**src/rtl/clk_div_multi_pkg.sv**
```systemverilog
// Shared definitions for the multi-channel clock divider: defaults and channel FSM states.
package clk_div_multi_pkg;

    // 25 bits hold a 25_000_000-cycle half-period (50 MHz -> 1 Hz).
    localparam int unsigned DEF_CNT_W = 25;
    localparam int unsigned DEF_HALF  = 25_000_000;

    typedef enum logic {
        ST_HALT = 1'b0,
        ST_RUN  = 1'b1
    } div_state_e;

    // A zero half-period parks the channel.
    function automatic div_state_e state_for_half(input logic is_zero);
        return is_zero ? ST_HALT : ST_RUN;
    endfunction

endpackage

```
**src/rtl/clk_div_multi_channel.sv**
```systemverilog
// One divider channel: half-period counter, active/pending half regs, HALT/RUN FSM,
// registered 50% duty clock and rising-edge tick.
module clk_div_multi_channel
    import clk_div_multi_pkg::*;
#(
    parameter int unsigned CNT_W        = DEF_CNT_W,
    parameter int unsigned DEFAULT_HALF = DEF_HALF
) (
    input  logic             clk,
    input  logic             rst_n,
    input  logic             i_en,
    input  logic             i_load,
    input  logic [CNT_W-1:0] i_value,
    input  logic             i_sync,
    output logic             o_clk,
    output logic             o_tick,
    output logic             o_pend
);

    div_state_e       r_state;
    logic [CNT_W-1:0] r_cnt;
    logic [CNT_W-1:0] r_half;
    logic [CNT_W-1:0] r_pend_val;
    logic             r_pend;
    logic             r_clk;
    logic             r_tick;

    logic             w_term;
    logic             w_has_new;
    logic [CNT_W-1:0] w_new_half;
    logic             w_new_zero;

    // A load landing on the applying edge wins over the stored pending value.
    assign w_term     = (r_cnt == (r_half - CNT_W'(1)));
    assign w_has_new  = i_load | r_pend;
    assign w_new_half = i_load ? i_value : r_pend_val;
    assign w_new_zero = (w_new_half == '0);

    always_ff @(posedge clk or negedge rst_n) begin
        if (!rst_n) begin
            r_state    <= state_for_half(CNT_W'(DEFAULT_HALF) == '0);
            r_cnt      <= '0;
            r_half     <= CNT_W'(DEFAULT_HALF);
            r_pend_val <= '0;
            r_pend     <= 1'b0;
            r_clk      <= 1'b0;
            r_tick     <= 1'b0;
        end else begin
            r_tick <= 1'b0;
            if (i_load) begin
                r_pend_val <= i_value;
                r_pend     <= 1'b1;
            end

            if (i_sync) begin
                r_cnt  <= '0;
                r_clk  <= 1'b0;
                r_pend <= 1'b0;
                if (w_has_new) begin
                    r_half  <= w_new_half;
                    r_state <= state_for_half(w_new_zero);
                end
            end else begin
                case (r_state)
                    ST_HALT: begin
                        // Apply the stored value; a same-cycle load becomes the next pending value.
                        if (r_pend) begin
                            r_half  <= r_pend_val;
                            r_state <= state_for_half(r_pend_val == '0);
                            r_cnt   <= '0;
                            r_clk   <= 1'b0;
                            r_pend  <= i_load;
                        end
                    end
                    ST_RUN: begin
                        if (i_en) begin
                            if (w_term) begin
                                r_cnt <= '0;
                                if (w_has_new) begin
                                    r_half <= w_new_half;
                                    r_pend <= 1'b0;
                                end
                                if (w_has_new && w_new_zero) begin
                                    r_clk   <= 1'b0;
                                    r_state <= ST_HALT;
                                end else begin
                                    r_clk  <= ~r_clk;
                                    r_tick <= ~r_clk;
                                end
                            end else begin
                                r_cnt <= r_cnt + CNT_W'(1);
                            end
                        end
                    end
                    default: r_state <= ST_HALT;
                endcase
            end
        end
    end

    assign o_clk  = r_clk;
    assign o_tick = r_tick;
    assign o_pend = r_pend;

endmodule

```
**src/rtl/clk_div_multi.sv**
```systemverilog
// Multi-channel programmable clock divider top: channel-select decode and enable/sync fan-out.
// Optional feature macro: CLK_DIV_SYNC_EN adds the Div_Sync phase-align strobe.
module clk_div_multi
    import clk_div_multi_pkg::*;
#(
    parameter int unsigned NUM_CH       = 2,
    parameter int unsigned CH_W         = 1,
    parameter int unsigned CNT_W        = DEF_CNT_W,
    parameter int unsigned DEFAULT_HALF = DEF_HALF
) (
    input  logic              Clk_In,
    input  logic              Div_Rst_n,
    input  logic              Div_En,
    input  logic              Div_Load,
    input  logic [CH_W-1:0]   Div_Ch_Sel,
    input  logic [CNT_W-1:0]  Div_Value,
`ifdef CLK_DIV_SYNC_EN
    input  logic              Div_Sync,
`endif
    output logic [NUM_CH-1:0] Clk_Out,
    output logic [NUM_CH-1:0] Tick_Out,
    output logic [NUM_CH-1:0] Div_Pend
);

    logic w_sync;

`ifdef CLK_DIV_SYNC_EN
    assign w_sync = Div_Sync;
`else
    assign w_sync = 1'b0;
`endif

    // Selects at or above NUM_CH match no channel, so such loads are dropped.
    for (genvar gi = 0; gi < NUM_CH; gi++) begin : g_ch
        logic w_load;
        assign w_load = Div_Load && (Div_Ch_Sel == CH_W'(gi));

        clk_div_multi_channel #(
            .CNT_W        (CNT_W),
            .DEFAULT_HALF (DEFAULT_HALF)
        ) u_ch (
            .clk     (Clk_In),
            .rst_n   (Div_Rst_n),
            .i_en    (Div_En),
            .i_load  (w_load),
            .i_value (Div_Value),
            .i_sync  (w_sync),
            .o_clk   (Clk_Out[gi]),
            .o_tick  (Tick_Out[gi]),
            .o_pend  (Div_Pend[gi])
        );
    end

endmodule

```
**config.mk**
```make
export PLATFORM = sky130hd
export DESIGN_NAME = clk_div_multi
export DESIGN_NICKNAME = d
export VERILOG_FILES = /design/src/rtl/clk_div_multi_pkg.sv /design/src/rtl/clk_div_multi_channel.sv /design/src/rtl/clk_div_multi.sv
export SDC_FILE = /design/constraint.sdc
export NUM_CORES = 1
export LEC_CHECK = 0
export ABC_AREA = 1
export BUFFER_PORTS_ARGS = -buffer_cell sky130_fd_sc_hd__buf_2
export CORE_UTILIZATION = 60
export CTS_BUF_LIST = sky130_fd_sc_hd__clkbuf_4 sky130_fd_sc_hd__clkbuf_8 sky130_fd_sc_hd__clkbuf_16
export DETAILED_ROUTE_END_ITERATION = 6
export PLACE_DENSITY = 0.77
export SLEW_MARGIN = 15
export SYNTH_ARGS = -nofsm -noshare
export SYNTH_HDL_FRONTEND = slang
export SYNTH_SLANG_ARGS = --single-unit
```
**constraint.sdc**
```tcl
create_clock -name Clk_In -period 3.8 [get_ports Clk_In]
set_clock_uncertainty 0.1 [all_clocks]
set_input_delay 0.19 -clock Clk_In [delete_from_list [all_inputs] [get_ports Clk_In]]
set_output_delay 0.19 -clock Clk_In [all_outputs]
set_load 0.03 [all_outputs]
```
Yosys cells after proc, flatten, opt, wreduce, memory -nomap -nowiden. Index checks and enable logic that the tools add are counted.

Flip-flop bits (word level): 158. Input bits: 30. Output and inout bits: 6. Word-level logic and storage cells: 109.

$add $sub $neg: 4. Eq/ne operators: 10. Multiplexer cells: 60. Bitwise operators: 7. Reductions and logical operators: 14.

Operator list (number): two-way mux 25 bit (16); one-hot mux 25 bit (2 select lines) (4); logical NOT 25 bit (4); adder 25 x 1 -> 25 bit, second input constant (2); equality test 25 bit (2); subtractor 25 x 1 -> 25 bit, second input constant (2); two-way mux 1 bit (34); inequality test 2 bit, second input constant (6); one-hot mux 1 bit (2 select lines) (6); AND reduction 4 bit (2); AND reduction 3 bit (2); inverter 1 bit (5); logical AND 1 bit (4); inequality test 2 x 1 -> 1 bit, second input constant (2); AND reduction 2 bit (2); OR 1 bit (2).

Depth between registers and ports, before layout.
Depth in word-level cells: 9. Depth in mapped cells: 17. Mapped depth without buffers: 16.

Modules after synthesis. A second synthesis with hierarchy kept.

Cell total of the unflattened synthesis: 1625. Area, all modules: 10955.5 um2.

Modules (own cells, without submodules): clk_div_multi_channel (g_ch[1].u_ch) (times used 1, cells an instance 839, area each 5541.6 um2, sequential area each 1993.2 um2); clk_div_multi_channel (g_ch[0].u_ch) (times used 1, cells an instance 781, area each 5392.7 um2, sequential area each 1993.2 um2); clk_div_multi (times used 1, cells an instance 5, area each 21.3 um2, sequential area each 0.0 um2).

Least setup slack after synthesis. Ideal clock, no wire load.

Path type: flip-flop to flip-flop. Start point: register g_ch[0].u_ch.r_half[0]. End point: register g_ch[0].u_ch.r_half[8]. Library setup time: 0.117 ns. Arrival time: 2.065 ns. Required time: 3.583 ns. Setup slack: 1.518 ns. Cell stages (with the launch flop): 17. Path buffers: 1. Period minus slack after synthesis: 2.282 ns. Cell sequence: dfrtp_1 -> inv_1 -> ha_1 -> nand3_4 -> nor2_8 -> nand3_4 -> nor2_1 -> nand2_1 -> nand2_1 -> nand2_1 -> nor2_2 -> nand3_2 -> nand2_2 -> nand3_4 -> buf_2 -> nand2_1 -> nand2_1.

Word-level cells in the longest chain between the ends: 4.

Ends and longest elaborated chain: start: declaration (RTL line clk_div_multi_channel.sv:22) `logic [CNT_W-1:0] r_half;`; start signal: assignment (RTL line clk_div_multi_channel.sv:43) `r_half <= CNT_W'(DEFAULT_HALF);`; start signal: assignment (RTL line clk_div_multi_channel.sv:60) `r_half <= w_new_half;`; start signal: assignment (RTL line clk_div_multi_channel.sv:68) `r_half <= r_pend_val;`; subtractor 25 x 1 -> 25 bit (RTL line clk_div_multi_channel.sv:34) `assign w_term = (r_cnt == (r_half - CNT_W'(1)));`; equality test 25 bit (RTL line clk_div_multi_channel.sv:34); inequality test 2 bit (no line); AND reduction 4 bit (no line).

Every way passes these cells. A chain may end at the register's enable or synchronous reset.

Worst setup path after layout.
Start point: register g_ch[1].u_ch.r_half[0]. End point: register g_ch[1].u_ch.r_half[4].

Word-level cells in the longest chain between the ends: 4.

Ends and longest elaborated chain (RTL line): start: declaration (clk_div_multi_channel.sv:22); start signal: assignment (clk_div_multi_channel.sv:43); start signal: assignment (clk_div_multi_channel.sv:60); start signal: assignment (clk_div_multi_channel.sv:68); subtractor 25 x 1 -> 25 bit (clk_div_multi_channel.sv:34); equality test 25 bit (clk_div_multi_channel.sv:34); inequality test 2 bit (no line); AND reduction 4 bit (no line).

Every way passes these cells.

==> impl_summary.log <==
INFO  metric pwr_density_cell = 381.1 mW/mm2
INFO  metric ioPinCount = 36
INFO  metric drive_gt1_share = 11.18%
INFO  metric failed_checks = negative hold slack
INFO  metric first_pass_grt_wire_length = 46,540 um
INFO  metric grt_antenna_before_repair = 0
INFO  metric maxSlewHeadroom = 51.07%
INFO  metric cell_at_the_slowest_stage_of_the_critical_path = dfrtp_1
INFO  metric clockRootBuffer = clkbuf_16
INFO  metric arrival = 3.21 ns
INFO  metric post_route_total_power = 4.418 mW
INFO  metric netlist_instances = 1,517
INFO  metric ctsHtreeMaxLevel = 4
INFO  metric grt_pass1_vias = 9,085
INFO  metric peakVddDrop = 0.0003656 V
INFO  metric cpPeakStageDelay = 0.41 ns
INFO  metric route.detailed.drc = 0
INFO  metric final.setup.tns = 0 ns
INFO  metric preCtsSetupSlack = 0.9173 ns
INFO  metric grt_start_max_net_pins = 82
INFO  metric post_cts_resize_count = 0
INFO  metric global_route.overflow_total = 0
INFO  metric port_buffers = 35
INFO  metric core_region_area = 0.01736 mm2
INFO  metric post_syn_nets = 1,551
INFO  metric clk_path_buf_depth = 2
INFO  metric die-area = 0.01837 mm2
INFO  metric top_flip_flop_cell_by_instance_count_after_synthesis = dfrtp_1
INFO  metric final_setup_fails = 0
INFO  metric grt_usage = 33.10%
INFO  metric grt_setup_unrepaired = no
INFO  metric hpwlAfterDp = 21,600 um
INFO  metric worst-setup-path-type = flop to flop
INFO  metric gp_congestion = 0.9444
INFO  metric worstHoldPathType = primary input to flop
INFO  metric crit_fanout = 29
INFO  metric synth_edf_count = 0
INFO  metric final_hold_viol_count = 1
INFO  metric final_critical_path_setup_slack = 0.8641 ns
INFO  metric initial_core_utilization = 61.65%
INFO  metric post-route-min-period = 2.936 ns
INFO  metric tritoncts.num_buffers = 17
INFO  metric die-width = 135.5 um
INFO  metric finalCritPeriodShare = 77.26%
INFO  metric synth_cell_types = 46
INFO  metric synth_area_per_cell = 7.054 um2
INFO  metric regArea = 0.003986 mm2
INFO  metric cp_common_cell = nand2_1
INFO  metric power_leakage = 5.830 nW
INFO  metric die_y = 135.5 um
INFO  metric cts_setup_buffers = 0
INFO  metric postPlaceCellArea = 0.01088 mm2
INFO  metric ys_seq_elements = 158
INFO  metric detailedRoute.firstPassIterationCount = 5
INFO  metric signed_area_change_from_the_synthesized_netlist_to_the_final_layout = 8.361%
INFO  metric drt-vias-per-instance = 5.616
INFO  metric postRouteWirelength = 28,710 um
INFO  metric worstMarginPinSlew = 0.7340 ns
INFO  metric final_design_area_no_fill = 0.01159 mm2
INFO  metric routedWlPerCell = 16.19 um
INFO  metric max_clock_freq = 340.6 MHz
INFO  metric layout.nets = 1,569
INFO  metric clkLatencyLatePin = 0.43 ns
INFO  metric drt.antenna.violating_nets = 0
INFO  metric r2r_setup_slack = 0.86 ns
INFO  metric synth.yosys.warnings = 0
INFO  metric core.rowCount = 48
INFO  metric hold_slack_final = -0.001347 ns
INFO  metric first_iter_violations = 932
INFO  metric synth_sequential_area_ratio = 37.25%
INFO  metric n_fill_cell = 1,520
INFO  metric cp_data_required_time = 4.07 ns
INFO  metric sort_of_element_at_the_start_of_the_critical_path = flop
INFO  metric clock_sinks = 158
INFO  metric multiInputGateArea = 0.005695 mm2
INFO  metric antenna_cells_inserted = 0
INFO  metric async_reset_ff_share = 100.0%
INFO  metric clock_edge_transition_at_the_registers_on_the_reported_setup_and_hold_paths = 0.07 ns
INFO  metric vias = 9,958
INFO  metric end_kind = flop
INFO  metric status = finished, violations left
INFO  metric cts_tree = yes
INFO  metric synthesis.area = 0.01070 mm2
INFO  metric cap_violations = 0
INFO  metric crit_path_cell_trace = inv_2 -> ha_1 -> nand3_4 -> nor2_8 -> nand2_1 -> nor2_2 -> nand3_1 -> nand2_1 -> nand2_1 -> nor2_2 -> nand3_2 -> nand2_4 -> buf_4 -> nand4_1 -> nand2_1
INFO  metric final_max_slew_viol_count = 0
worst max-delay path: cells and delay by family, from the launching register on:
| family | cells | cell delay, ns |
|---|---|---|
| adder cells (fa/ha/maj) | 1 | 0.29 |
| AND/OR/NAND/NOR | 12 | 1.58 |
| buffers and inverters | 2 | 0.46 |
| flip-flops | 1 | 0.41 |
flip-flops by register name (all words and copies together), names as in the netlist:
register and flops:
g_ch.u_ch.r_state 2, g_ch.u_ch.o_tick 2, g_ch.u_ch.o_clk 2, g_ch.u_ch.r_cnt 50
g_ch.u_ch.r_half 50, g_ch.u_ch.r_pend_val 50, g_ch.u_ch.o_pend 2
stage by stage:
step	cells	utilization [%]	hold slack [ns]
floorplan	1517	-	-0.2056
global placement	1728	62.69	0.1870
detailed placement	1728	62.69	0.1843
CTS	1772	66.75	0.00006295
global route	1773	66.80	0.02446
finish	1773	66.80	-0.001347
logic make-up (layout without fill, tap and decap cells):
kind of cell | after synthesis | after routing | synth area share, %
simple gates | 892 | 892 | 38.51
compound gates | 148 | 148 | 7.378
xor+xnor | 84 | 84 | 6.876
buf+inv | 231 | 262 | 9.518
flops | 158 | 158 | 37.25
fa+ha+maj | 4 | 4 | 0.4677
power breakdown:
part	leakage, nW	switching, mW	internal (mW)
sequential	1.91	0.160	1.83
clock	0.288	0.789	0.937
combinational	3.63	0.452	0.252
cell usage after synthesis, types with 13 or more instances:
| cell | count | share of area (%) |
|---|---|---|
| o21ai_0 | 98 | 4.6 |
| nand4_1 | 97 | 5.7 |
| nor2_2 | 14 | 0.82 |
| nand2_1 | 462 | 16 |
| nand3_1 | 61 | 2.9 |
| xnor2_1 | 27 | 2.2 |
| nor2_1 | 154 | 5.4 |
| buf_2 | 14 | 0.65 |
| nor3_1 | 29 | 1.4 |
| a21oi_1 | 24 | 1.1 |
| clkbuf_1 | 22 | 0.77 |
| nand3b_1 | 13 | 0.91 |
| xor2_1 | 57 | 4.7 |
| inv_1 | 162 | 5.7 |
| dfrtp_1 | 132 | 31 |
| dfstp_2 | 26 | 6.4 |
placed cells by master (no fill, tap or decap), types with 6 or more instances in the layout:
cell,Yosys,routed
nand2_1,462,462
inv_1,162,162
nor2_1,154,154
dfrtp_1,132,132
o21ai_0,98,98
nand4_1,97,97
nand3_1,61,61
xor2_1,57,57
buf_2,14,34
nor3_1,29,29
xnor2_1,27,27
dfstp_2,26,26
a21oi_1,24,24
clkbuf_16,0,17
nor2_2,14,14
nand3b_1,13,13
dlygate4sd3_1,0,13
or2_2,12,12
nor4_1,10,10
buf_4,9,10
nor2_4,9,9
o21a_1,8,8
nand2_2,8,8
inv_2,7,7
a31oi_1,6,6
metal layers:
layer	GRT usage (%)	part of all wire (%)
met1	47.96	47
met2	49.66	44
met3	6.248	7.1
met4	10.86	2.3
met5	0	0
layout make-up:
| type | count | share of cell area, % |
|---|---|---|
| Tap cell | 225 | 2.428 |
| Sequential cell | 158 | 34.38 |
| Timing Repair Buffer | 59 | 3.507 |
| Clock buffer | 18 | 3.734 |
| Multi-Input combinational cell | 1128 | 49.12 |
| Inverter | 171 | 5.536 |
| Clock inverter | 14 | 1.295 |
final timing paths:
kind	start	end	depth (start not counted)
setup reg to reg	g_ch[1].u_ch.r_half[0]	g_ch[1].u_ch.r_half[4]	15
min in group asynchronous	Div_Rst_n	g_ch[0].u_ch.r_cnt[17]	2
hold / removal	Div_Value[0]	g_ch[0].u_ch.r_pend_val[0]	3
hold reg to reg	g_ch[1].u_ch.r_half[24]	g_ch[1].u_ch.r_half[24]	2
setup / recovery	g_ch[1].u_ch.r_half[0]	g_ch[1].u_ch.r_half[4]	15
max in group asynchronous	Div_Rst_n	g_ch[1].u_ch.r_half[14]	3
what timing repair did:
action,in CTS,in global routing
endpoints found under the hold margin,79,1
endpoints found under the setup margin,0,0
hold buffers,12,1
Power figures use the tool's default switching activity.
